$ cat config.mk
export PLATFORM = sky130hd
export DESIGN_NAME = acc_responder
export DESIGN_NICKNAME = d
export VERILOG_FILES = /design/src/rtl/acc_pkg.sv /design/src/rtl/fifo_v3.sv /design/src/rtl/acc_responder.sv
export SDC_FILE = /design/constraint.sdc
export NUM_CORES = 1
export LEC_CHECK = 0
export CORE_AREA = 2 2 240 242
export DETAILED_ROUTE_END_ITERATION = 12
export DIE_AREA = 0 0 242 244
export PLACE_DENSITY = 0.53
export REMOVE_ABC_BUFFERS = 1
export SYNTH_ARGS = -nofsm -noshare
export SYNTH_HDL_FRONTEND = slang
export SYNTH_HIERARCHICAL = 1
export SYNTH_SLANG_ARGS = --single-unit
$ cat constraint.sdc
create_clock -name clk_i -period 3.1 [get_ports clk_i]
set_input_delay 0.31 -clock clk_i [delete_from_list [all_inputs] [get_ports clk_i]]
set_output_delay 0.31 -clock clk_i [all_outputs]
set_load 0.05 [all_outputs]
$ cat src/rtl/acc_pkg.sv
// rtl/acc_pkg.sv - accelerator interface types, operation kinds and opcode constants
package acc_pkg;

  localparam int unsigned XLEN          = 64;
  localparam int unsigned TRANS_ID_BITS = 3;

  // Major opcodes that carry memory semantics on the accelerator side
  localparam logic [6:0] OPCODE_LOAD  = 7'b0000111;
  localparam logic [6:0] OPCODE_STORE = 7'b0100111;

  typedef enum logic [1:0] {
    COMPUTE = 2'd0,
    LOAD    = 2'd1,
    STORE   = 2'd2
  } acc_kind_e;

  typedef struct packed {
    logic                     req_valid;
    logic                     resp_ready;
    logic [31:0]              insn;
    logic [XLEN-1:0]          rs1;
    logic [XLEN-1:0]          rs2;
    logic [2:0]               frm;
    logic [TRANS_ID_BITS-1:0] trans_id;
    logic                     acc_cons_en;
    logic                     inval_ready;
  } accelerator_req_t;

  typedef struct packed {
    logic                     req_ready;
    logic                     resp_valid;
    logic [TRANS_ID_BITS-1:0] trans_id;
    logic [XLEN-1:0]          result;
    logic                     fflags_valid;
    logic [4:0]               fflags;
    logic                     error;
    logic                     store_pending;
    logic                     store_complete;
    logic                     load_complete;
    logic                     inval_valid;
    logic [63:0]              inval_addr;
  } accelerator_resp_t;

  // One tracker slot per outstanding request
  typedef struct packed {
    logic [TRANS_ID_BITS-1:0] trans_id;
    acc_kind_e                kind;
    logic                     cons_en;
  } tracker_entry_t;

  function automatic acc_kind_e classify_opcode(input logic [6:0] opcode);
    case (opcode)
      OPCODE_LOAD:  return LOAD;
      OPCODE_STORE: return STORE;
      default:      return COMPUTE;
    endcase
  endfunction

endpackage

$ cat src/rtl/fifo_v3.sv
// rtl/fifo_v3.sv - synchronous FIFO with optional fall-through, power-of-two depth
//
// Ports:
//   clk_i, rst_ni       clock, asynchronous active-low reset
//   flush_i             drop all entries
//   full_o, empty_o     occupancy flags
//   data_i, push_i      write side (push ignored when full)
//   data_o, pop_i       read side, data_o is the head entry (pop ignored when empty)
module fifo_v3 #(
  parameter bit          FALL_THROUGH = 1'b0,
  parameter int unsigned DEPTH        = 4,
  parameter type         dtype        = logic
) (
  input  logic clk_i,
  input  logic rst_ni,
  input  logic flush_i,
  output logic full_o,
  output logic empty_o,
  input  dtype data_i,
  input  logic push_i,
  output dtype data_o,
  input  logic pop_i
);

  localparam int unsigned ADDR_W = (DEPTH > 1) ? $clog2(DEPTH) : 1;

  dtype              mem_q [DEPTH];
  logic [ADDR_W-1:0] rd_ptr_q;
  logic [ADDR_W-1:0] wr_ptr_q;
  logic [ADDR_W:0]   count_q;
  logic              bypass;
  logic              do_push;
  logic              do_pop;

  // In fall-through mode a push into an empty FIFO is visible on data_o at once;
  // if it is also popped in that cycle it never touches the storage.
  assign bypass  = FALL_THROUGH && (count_q == '0) && push_i;
  assign full_o  = (count_q == (ADDR_W+1)'(DEPTH));
  assign empty_o = (count_q == '0) && !bypass;
  assign data_o  = bypass ? data_i : mem_q[rd_ptr_q];
  assign do_pop  = pop_i && (count_q != '0);
  assign do_push = push_i && !full_o && !(bypass && pop_i);

  always_ff @(posedge clk_i or negedge rst_ni) begin
    if (!rst_ni) begin
      rd_ptr_q <= '0;
      wr_ptr_q <= '0;
      count_q  <= '0;
      mem_q    <= '{default: '0};
    end else if (flush_i) begin
      rd_ptr_q <= '0;
      wr_ptr_q <= '0;
      count_q  <= '0;
    end else begin
      if (do_push) begin
        mem_q[wr_ptr_q] <= data_i;
        wr_ptr_q        <= wr_ptr_q + ADDR_W'(1);
      end
      if (do_pop) begin
        rd_ptr_q <= rd_ptr_q + ADDR_W'(1);
      end
      if (do_push && !do_pop) begin
        count_q <= count_q + (ADDR_W+1)'(1);
      end else if (do_pop && !do_push) begin
        count_q <= count_q - (ADDR_W+1)'(1);
      end
    end
  end

endmodule

$ cat src/rtl/acc_responder.sv
// rtl/acc_responder.sv - accelerator-side endpoint of the core accelerator request/response interface
//
// Accepts requests in order, issues them to the back-end through a one-entry
// issue register, tracks outstanding requests in a fifo_v3 and returns one
// response per request in order, with store/load bookkeeping.
//
// Build option: ACC_RESP_INVAL_EN adds the cache-invalidation handshake for
// consistency-enabled stores (inval_valid/inval_addr); without it both are 0.
//
// Ports:
//   clk_i, rst_ni              clock, asynchronous active-low reset
//   acc_req_i / acc_resp_o     core request / response structs
//   be_valid_o, be_ready_i     back-end issue handshake
//   be_insn_o .. be_kind_o     issued operation (insn, operands, rounding mode, kind)
//   be_done_i, be_done_ready_o completion handshake for the oldest issued operation
//   be_result_i .. be_fflags_i completion payload
//   be_st_addr_i               line address written by a completing store
module acc_responder
  import acc_pkg::*;
#(
  parameter type         acc_req_t  = acc_pkg::accelerator_req_t,
  parameter type         acc_resp_t = acc_pkg::accelerator_resp_t,
  parameter int unsigned Depth      = 4
) (
  input  logic            clk_i,
  input  logic            rst_ni,
  input  acc_req_t        acc_req_i,
  output acc_resp_t       acc_resp_o,
  output logic            be_valid_o,
  input  logic            be_ready_i,
  output logic [31:0]     be_insn_o,
  output logic [XLEN-1:0] be_rs1_o,
  output logic [XLEN-1:0] be_rs2_o,
  output logic [2:0]      be_frm_o,
  output acc_kind_e       be_kind_o,
  input  logic            be_done_i,
  output logic            be_done_ready_o,
  input  logic [XLEN-1:0] be_result_i,
  input  logic            be_exception_i,
  input  logic            be_fflags_valid_i,
  input  logic [4:0]      be_fflags_i,
  input  logic [63:0]     be_st_addr_i
);

  localparam int unsigned CNT_W = $clog2(Depth + 1);

  typedef enum logic [1:0] {
    IDLE  = 2'd0,
    INVAL = 2'd1,
    RESP  = 2'd2
  } state_e;

  // ---------------------------------------------------------------------------
  // Request acceptance and tracker
  // ---------------------------------------------------------------------------
  logic           tracker_full;
  logic           tracker_empty;
  tracker_entry_t push_entry;
  tracker_entry_t tracker_head;
  acc_kind_e      req_kind;
  logic           req_ready;
  logic           req_accept;
  logic           resp_hs;

  logic           issue_valid_q;

  assign req_kind   = classify_opcode(acc_req_i.insn[6:0]);
  // The issue register may be refilled in the cycle the back-end takes it
  assign req_ready  = !tracker_full && (!issue_valid_q || be_ready_i);
  assign req_accept = acc_req_i.req_valid && req_ready;
  assign push_entry = '{trans_id: acc_req_i.trans_id, kind: req_kind, cons_en: acc_req_i.acc_cons_en};

  fifo_v3 #(
    .FALL_THROUGH (1'b0),
    .DEPTH        (Depth),
    .dtype        (tracker_entry_t)
  ) i_tracker (
    .clk_i   (clk_i),
    .rst_ni  (rst_ni),
    .flush_i (1'b0),
    .full_o  (tracker_full),
    .empty_o (tracker_empty),
    .data_i  (push_entry),
    .push_i  (req_accept),
    .data_o  (tracker_head),
    .pop_i   (resp_hs)
  );

  // ---------------------------------------------------------------------------
  // Issue register
  // ---------------------------------------------------------------------------
  logic [31:0]     issue_insn_q;
  logic [XLEN-1:0] issue_rs1_q;
  logic [XLEN-1:0] issue_rs2_q;
  logic [2:0]      issue_frm_q;
  acc_kind_e       issue_kind_q;

  always_ff @(posedge clk_i or negedge rst_ni) begin
    if (!rst_ni) begin
      issue_valid_q <= 1'b0;
      issue_insn_q  <= '0;
      issue_rs1_q   <= '0;
      issue_rs2_q   <= '0;
      issue_frm_q   <= '0;
      issue_kind_q  <= COMPUTE;
    end else if (req_accept) begin
      issue_valid_q <= 1'b1;
      issue_insn_q  <= acc_req_i.insn;
      issue_rs1_q   <= acc_req_i.rs1;
      issue_rs2_q   <= acc_req_i.rs2;
      issue_frm_q   <= acc_req_i.frm;
      issue_kind_q  <= req_kind;
    end else if (be_ready_i) begin
      issue_valid_q <= 1'b0;
    end
  end

  assign be_valid_o = issue_valid_q;
  assign be_insn_o  = issue_insn_q;
  assign be_rs1_o   = issue_rs1_q;
  assign be_rs2_o   = issue_rs2_q;
  assign be_frm_o   = issue_frm_q;
  assign be_kind_o  = issue_kind_q;

  // ---------------------------------------------------------------------------
  // Completion FSM
  // ---------------------------------------------------------------------------
  state_e          state_q;
  logic            done_ready_q;
  logic            resp_valid_q;
  tracker_entry_t  cap_entry_q;
  logic [XLEN-1:0] cap_result_q;
  logic            cap_exc_q;
  logic            cap_ffv_q;
  logic [4:0]      cap_ff_q;
`ifdef ACC_RESP_INVAL_EN
  logic            inval_valid_q;
  logic [63:0]     inval_addr_q;
`endif

  always_ff @(posedge clk_i or negedge rst_ni) begin
    if (!rst_ni) begin
      state_q       <= IDLE;
      done_ready_q  <= 1'b1;
      resp_valid_q  <= 1'b0;
      cap_entry_q   <= '0;
      cap_result_q  <= '0;
      cap_exc_q     <= 1'b0;
      cap_ffv_q     <= 1'b0;
      cap_ff_q      <= '0;
`ifdef ACC_RESP_INVAL_EN
      inval_valid_q <= 1'b0;
      inval_addr_q  <= '0;
`endif
    end else begin
      case (state_q)
        IDLE: begin
          if (be_done_i) begin
            cap_entry_q  <= tracker_head;
            cap_result_q <= be_result_i;
            cap_exc_q    <= be_exception_i;
            cap_ffv_q    <= be_fflags_valid_i;
            cap_ff_q     <= be_fflags_i;
            done_ready_q <= 1'b0;
`ifdef ACC_RESP_INVAL_EN
            if (tracker_head.kind == STORE && tracker_head.cons_en) begin
              state_q       <= INVAL;
              inval_valid_q <= 1'b1;
              inval_addr_q  <= be_st_addr_i;
            end else begin
              state_q      <= RESP;
              resp_valid_q <= 1'b1;
            end
`else
            state_q      <= RESP;
            resp_valid_q <= 1'b1;
`endif
          end
        end
`ifdef ACC_RESP_INVAL_EN
        INVAL: begin
          if (acc_req_i.inval_ready) begin
            inval_valid_q <= 1'b0;
            state_q       <= RESP;
            resp_valid_q  <= 1'b1;
          end
        end
`endif
        RESP: begin
          if (acc_req_i.resp_ready) begin
            resp_valid_q <= 1'b0;
            done_ready_q <= 1'b1;
            state_q      <= IDLE;
          end
        end
        default: begin
          state_q      <= IDLE;
          resp_valid_q <= 1'b0;
          done_ready_q <= 1'b1;
        end
      endcase
    end
  end

  assign be_done_ready_o = done_ready_q;
  assign resp_hs         = resp_valid_q && acc_req_i.resp_ready;

  logic store_complete;
  logic load_complete;

  assign store_complete = resp_hs && (cap_entry_q.kind == STORE);
  assign load_complete  = resp_hs && (cap_entry_q.kind == LOAD);

  // ---------------------------------------------------------------------------
  // Outstanding-store counter
  // ---------------------------------------------------------------------------
  logic [CNT_W-1:0] store_cnt_q;
  logic             st_inc;
  logic             st_dec;

  assign st_inc = req_accept && (req_kind == STORE);
  assign st_dec = store_complete;

  always_ff @(posedge clk_i or negedge rst_ni) begin
    if (!rst_ni) begin
      store_cnt_q <= '0;
    end else if (st_inc && !st_dec) begin
      store_cnt_q <= store_cnt_q + CNT_W'(1);
    end else if (st_dec && !st_inc) begin
      store_cnt_q <= store_cnt_q - CNT_W'(1);
    end
  end

  // ---------------------------------------------------------------------------
  // Response
  // ---------------------------------------------------------------------------
  always_comb begin
    acc_resp_o                = '0;
    acc_resp_o.req_ready      = req_ready;
    acc_resp_o.resp_valid     = resp_valid_q;
    acc_resp_o.trans_id       = cap_entry_q.trans_id;
    acc_resp_o.result         = cap_result_q;
    acc_resp_o.error          = cap_exc_q;
    acc_resp_o.fflags_valid   = cap_ffv_q;
    acc_resp_o.fflags         = cap_ff_q;
    acc_resp_o.store_pending  = (store_cnt_q != '0);
    acc_resp_o.store_complete = store_complete;
    acc_resp_o.load_complete  = load_complete;
`ifdef ACC_RESP_INVAL_EN
    acc_resp_o.inval_valid    = inval_valid_q;
    acc_resp_o.inval_addr     = inval_addr_q;
`endif
  end

`ifndef ACC_RESP_INVAL_EN
  // Invalidation inputs have no function in this build
  logic unused_inval;
  assign unused_inval = ^{be_st_addr_i, acc_req_i.inval_ready, cap_entry_q.cons_en};
`endif

  // ---------------------------------------------------------------------------
  // Protocol checks
  // ---------------------------------------------------------------------------
  assert property (@(posedge clk_i) disable iff (!rst_ni) be_done_i |-> !tracker_empty);
  assert property (@(posedge clk_i) disable iff (!rst_ni)
                   !(st_inc && !st_dec && store_cnt_q == CNT_W'(Depth)));
  assert property (@(posedge clk_i) disable iff (!rst_ni)
                   !(st_dec && !st_inc && store_cnt_q == '0));

endmodule

==> impl_metrics.env <==
export IMPL_status="complete, no violations"
export IMPL_dieArea_sq_um=59000
export IMPL_via_per_inst=3.71
export IMPL_die_w_um=242
export IMPL_start_util_pct=21.3
export IMPL_rows=87
export IMPL_drv_slew=0
export IMPL_ir_drop_mv=0.497
export IMPL_finalHoldViolCount=0
export IMPL_max_cap_viol_count=0
export IMPL_stdcell_count=2019
export IMPL_ys_warn_count=6
export IMPL_grt_max_degree=85
export IMPL_place_gp_congestion=0.764
export IMPL_dp_hpwl_um=23800
export IMPL_met3WireLength_um=2650
export IMPL_layout_drive_gt1_share_pct=27.6
export IMPL_wl_met2_um=16200
export IMPL_first_iter_violations=196
export IMPL_dp_worst_setup_slack_ns=0.392
export IMPL_met1_length_um=13200
export IMPL_dr_pass1_iters=3
export IMPL_antenna_found_initial=0
export IMPL_antenna_left=0
export IMPL_r2r_cells=10
export IMPL_num_vias=7500
export IMPL_core_area_sq_um=56200
export IMPL_slew_headroom_pct=50.3
export IMPL_dpl_cell_area_sq_um=17300
export IMPL_top_layer="met4"
export IMPL_worstSkewPairLatency_ns=0.53
export IMPL_worst_pin_slew_ns=0.745
export IMPL_cts_tree="built"
export IMPL_clock_skew_ns=0.0231
export IMPL_min_from="acc_req_i[45]"
export IMPL_finalCriticalPeriod_ns=2.69
export IMPL_post_cts_buffers=0
export IMPL_crit_path_end_kind="output pin"
export IMPL_hp_class="in2reg"
export IMPL_rsz0062_at_grt="false"
export IMPL_min_period_over_period_pct=86.9
export IMPL_whs_endpoint="be_rs2_o[37]"
export IMPL_hold_slack_ns=0.387
export IMPL_root_buffer="clkbuf_16"
export IMPL_wl_per_cell_um=16.3
export IMPL_power_mw=17.4
export IMPL_die_h_um=244
export IMPL_fmax_ghz=0.371
export IMPL_fillers=5627
export IMPL_grt_use_total_pct=10.8
export IMPL_drc=0
export IMPL_syn_area_sq_um=12000
export IMPL_clkSinkCount=274
export IMPL_synth_area_per_cell_sq_um=16.3
export IMPL_holdBufCountCts=1
export IMPL_dp_cells=1952
export IMPL_critical_path_arrival_ns=2.38
export IMPL_cp_start_kind="flip-flop"
export IMPL_grt_pass1_vias=8123
export IMPL_htreeDepth=2
export IMPL_reg2reg_from="i_tracker/count_q[1]"
export IMPL_path_class="reg2out"
export IMPL_grt_overflow=0
export IMPL_nets=1552
export IMPL_syn_inst=735
export IMPL_setup_ws_ns=0.405
export IMPL_design_area_sq_um=18500
export IMPL_cts_buffers=37
export IMPL_setup_violations=0
export IMPL_wl_um=32900
export IMPL_grt_first_pass_wirelength_um=49700
export IMPL_cp_max_fo=9
export IMPL_port_buffers=488
export IMPL_area_growth_pct=54.1
export IMPL_pin_count=620
export IMPL_cellPowerDensity_nw_per_um2=944
export IMPL_clk_pin_slew_worst_paths_ns=0.06
export IMPL_min_path_cells=2
export IMPL_worst_r2r_setup_slack_ns=0.48
export IMPL_clockBufferDepth=3
export IMPL_r2r_end="i_tracker/count_q[2]"
export IMPL_cts_resized=0
export IMPL_crit_required_ns=2.79
export IMPL_p_leak_nw=7.90
==> worst max-delay path by stage <==
stage	startpoint	endpoint
after floorplan	resp_valid_q	acc_resp_o[139]
after global placement	acc_req_i[168]	i_tracker/count_q[2]
after detailed placement	acc_req_i[168]	i_tracker/count_q[2]
after CTS	i_tracker/count_q[1]	acc_resp_o[143]
after global routing	i_tracker/count_q[1]	acc_resp_o[143]
final	i_tracker/count_q[1]	acc_resp_o[143]
==> critical path: stages (launching register included) <==
cell	delay, ns
dfrtp_1	0.47
or3b_1	0.42
inv_1	0.18
nor2_1	0.08
clkdlybuf4s50_1	0.70
==> registers in the layout (all words and copies together), names as in the netlist <==
| register | count |
|---|---|
| be_rs1_o | 64 |
| be_rs2_o | 64 |
| cap_result_q | 64 |
| be_insn_o | 32 |
| i_tracker/mem_q | 20 |
| cap_ff_q | 5 |
| acc_resp_o | 3 |
| be_frm_o | 3 |
| i_tracker/count_q | 3 |
| store_cnt_q | 3 |
| be_kind_o | 2 |
| cap_entry_q | 2 |
| i_tracker/rd_ptr_q | 2 |
| i_tracker/wr_ptr_q | 2 |
| be_done_ready_o | 1 |
| be_valid_o | 1 |
| cap_exc_q | 1 |
| cap_ffv_q | 1 |
| resp_valid_q | 1 |
==> routing by layer <==
layer | vias to the layer above | track usage, %
li1 | 3408 | -
met1 | 3742 | 12.6
met2 | 296 | 18.0
met3 | 54 | 3.97
met4 | 0 | 3.98
met5 | - | 0
==> where the power goes <==
group | internal [mW] | switching (mW) | leakage (nW)
combinational | 3.19 | 4.94 | 4.08
sequential | 4.62 | 0.628 | 3.26
clock | 2.45 | 1.60 | 0.565
==> layout make-up <==
cell class / instances / area (sq um) / share of cell area (%)
Tap cell: 756 / 946 / 5.12
Clock inverter: 10 / 81.3 / 0.440
Antenna cell: 1 / 2.50 / 0.0136
Multi-Input combinational cell: 404 / 4370 / 23.7
Sequential cell: 274 / 6860 / 37.1
Clock buffer: 55 / 1060 / 5.76
Timing Repair Buffer: 505 / 5080 / 27.5
Inverter: 14 / 60.1 / 0.325
==> stage by stage <==
stage	utilization [%]	TNS (ns)
6_report	32.9	0
3_5_place_dp	30.8	0
5_1_grt	32.9	0
2_1_floorplan	-	-124.02
4_1_cts	32.9	0
3_3_place_gp	30.8	0
==> cells in the final DEF (no fill, tap or decap), drive strengths merged, types with 2 or more instances in the layout <==
master / n
a21o: 2
a21oi: 3
buf: 17
clkbuf: 55
clkdlybuf4s50: 487
clkinv: 7
conb: 66
dfrtp: 273
fa: 2
ha: 5
inv: 15
mux2: 260
mux4: 5
nand2: 4
nand2b: 2
nand3: 7
nor2: 13
nor2b: 3
nor3b: 2
o21ai: 5
o31ai: 3
or3: 2
xor2: 4
Power figures use the tool's default switching activity.
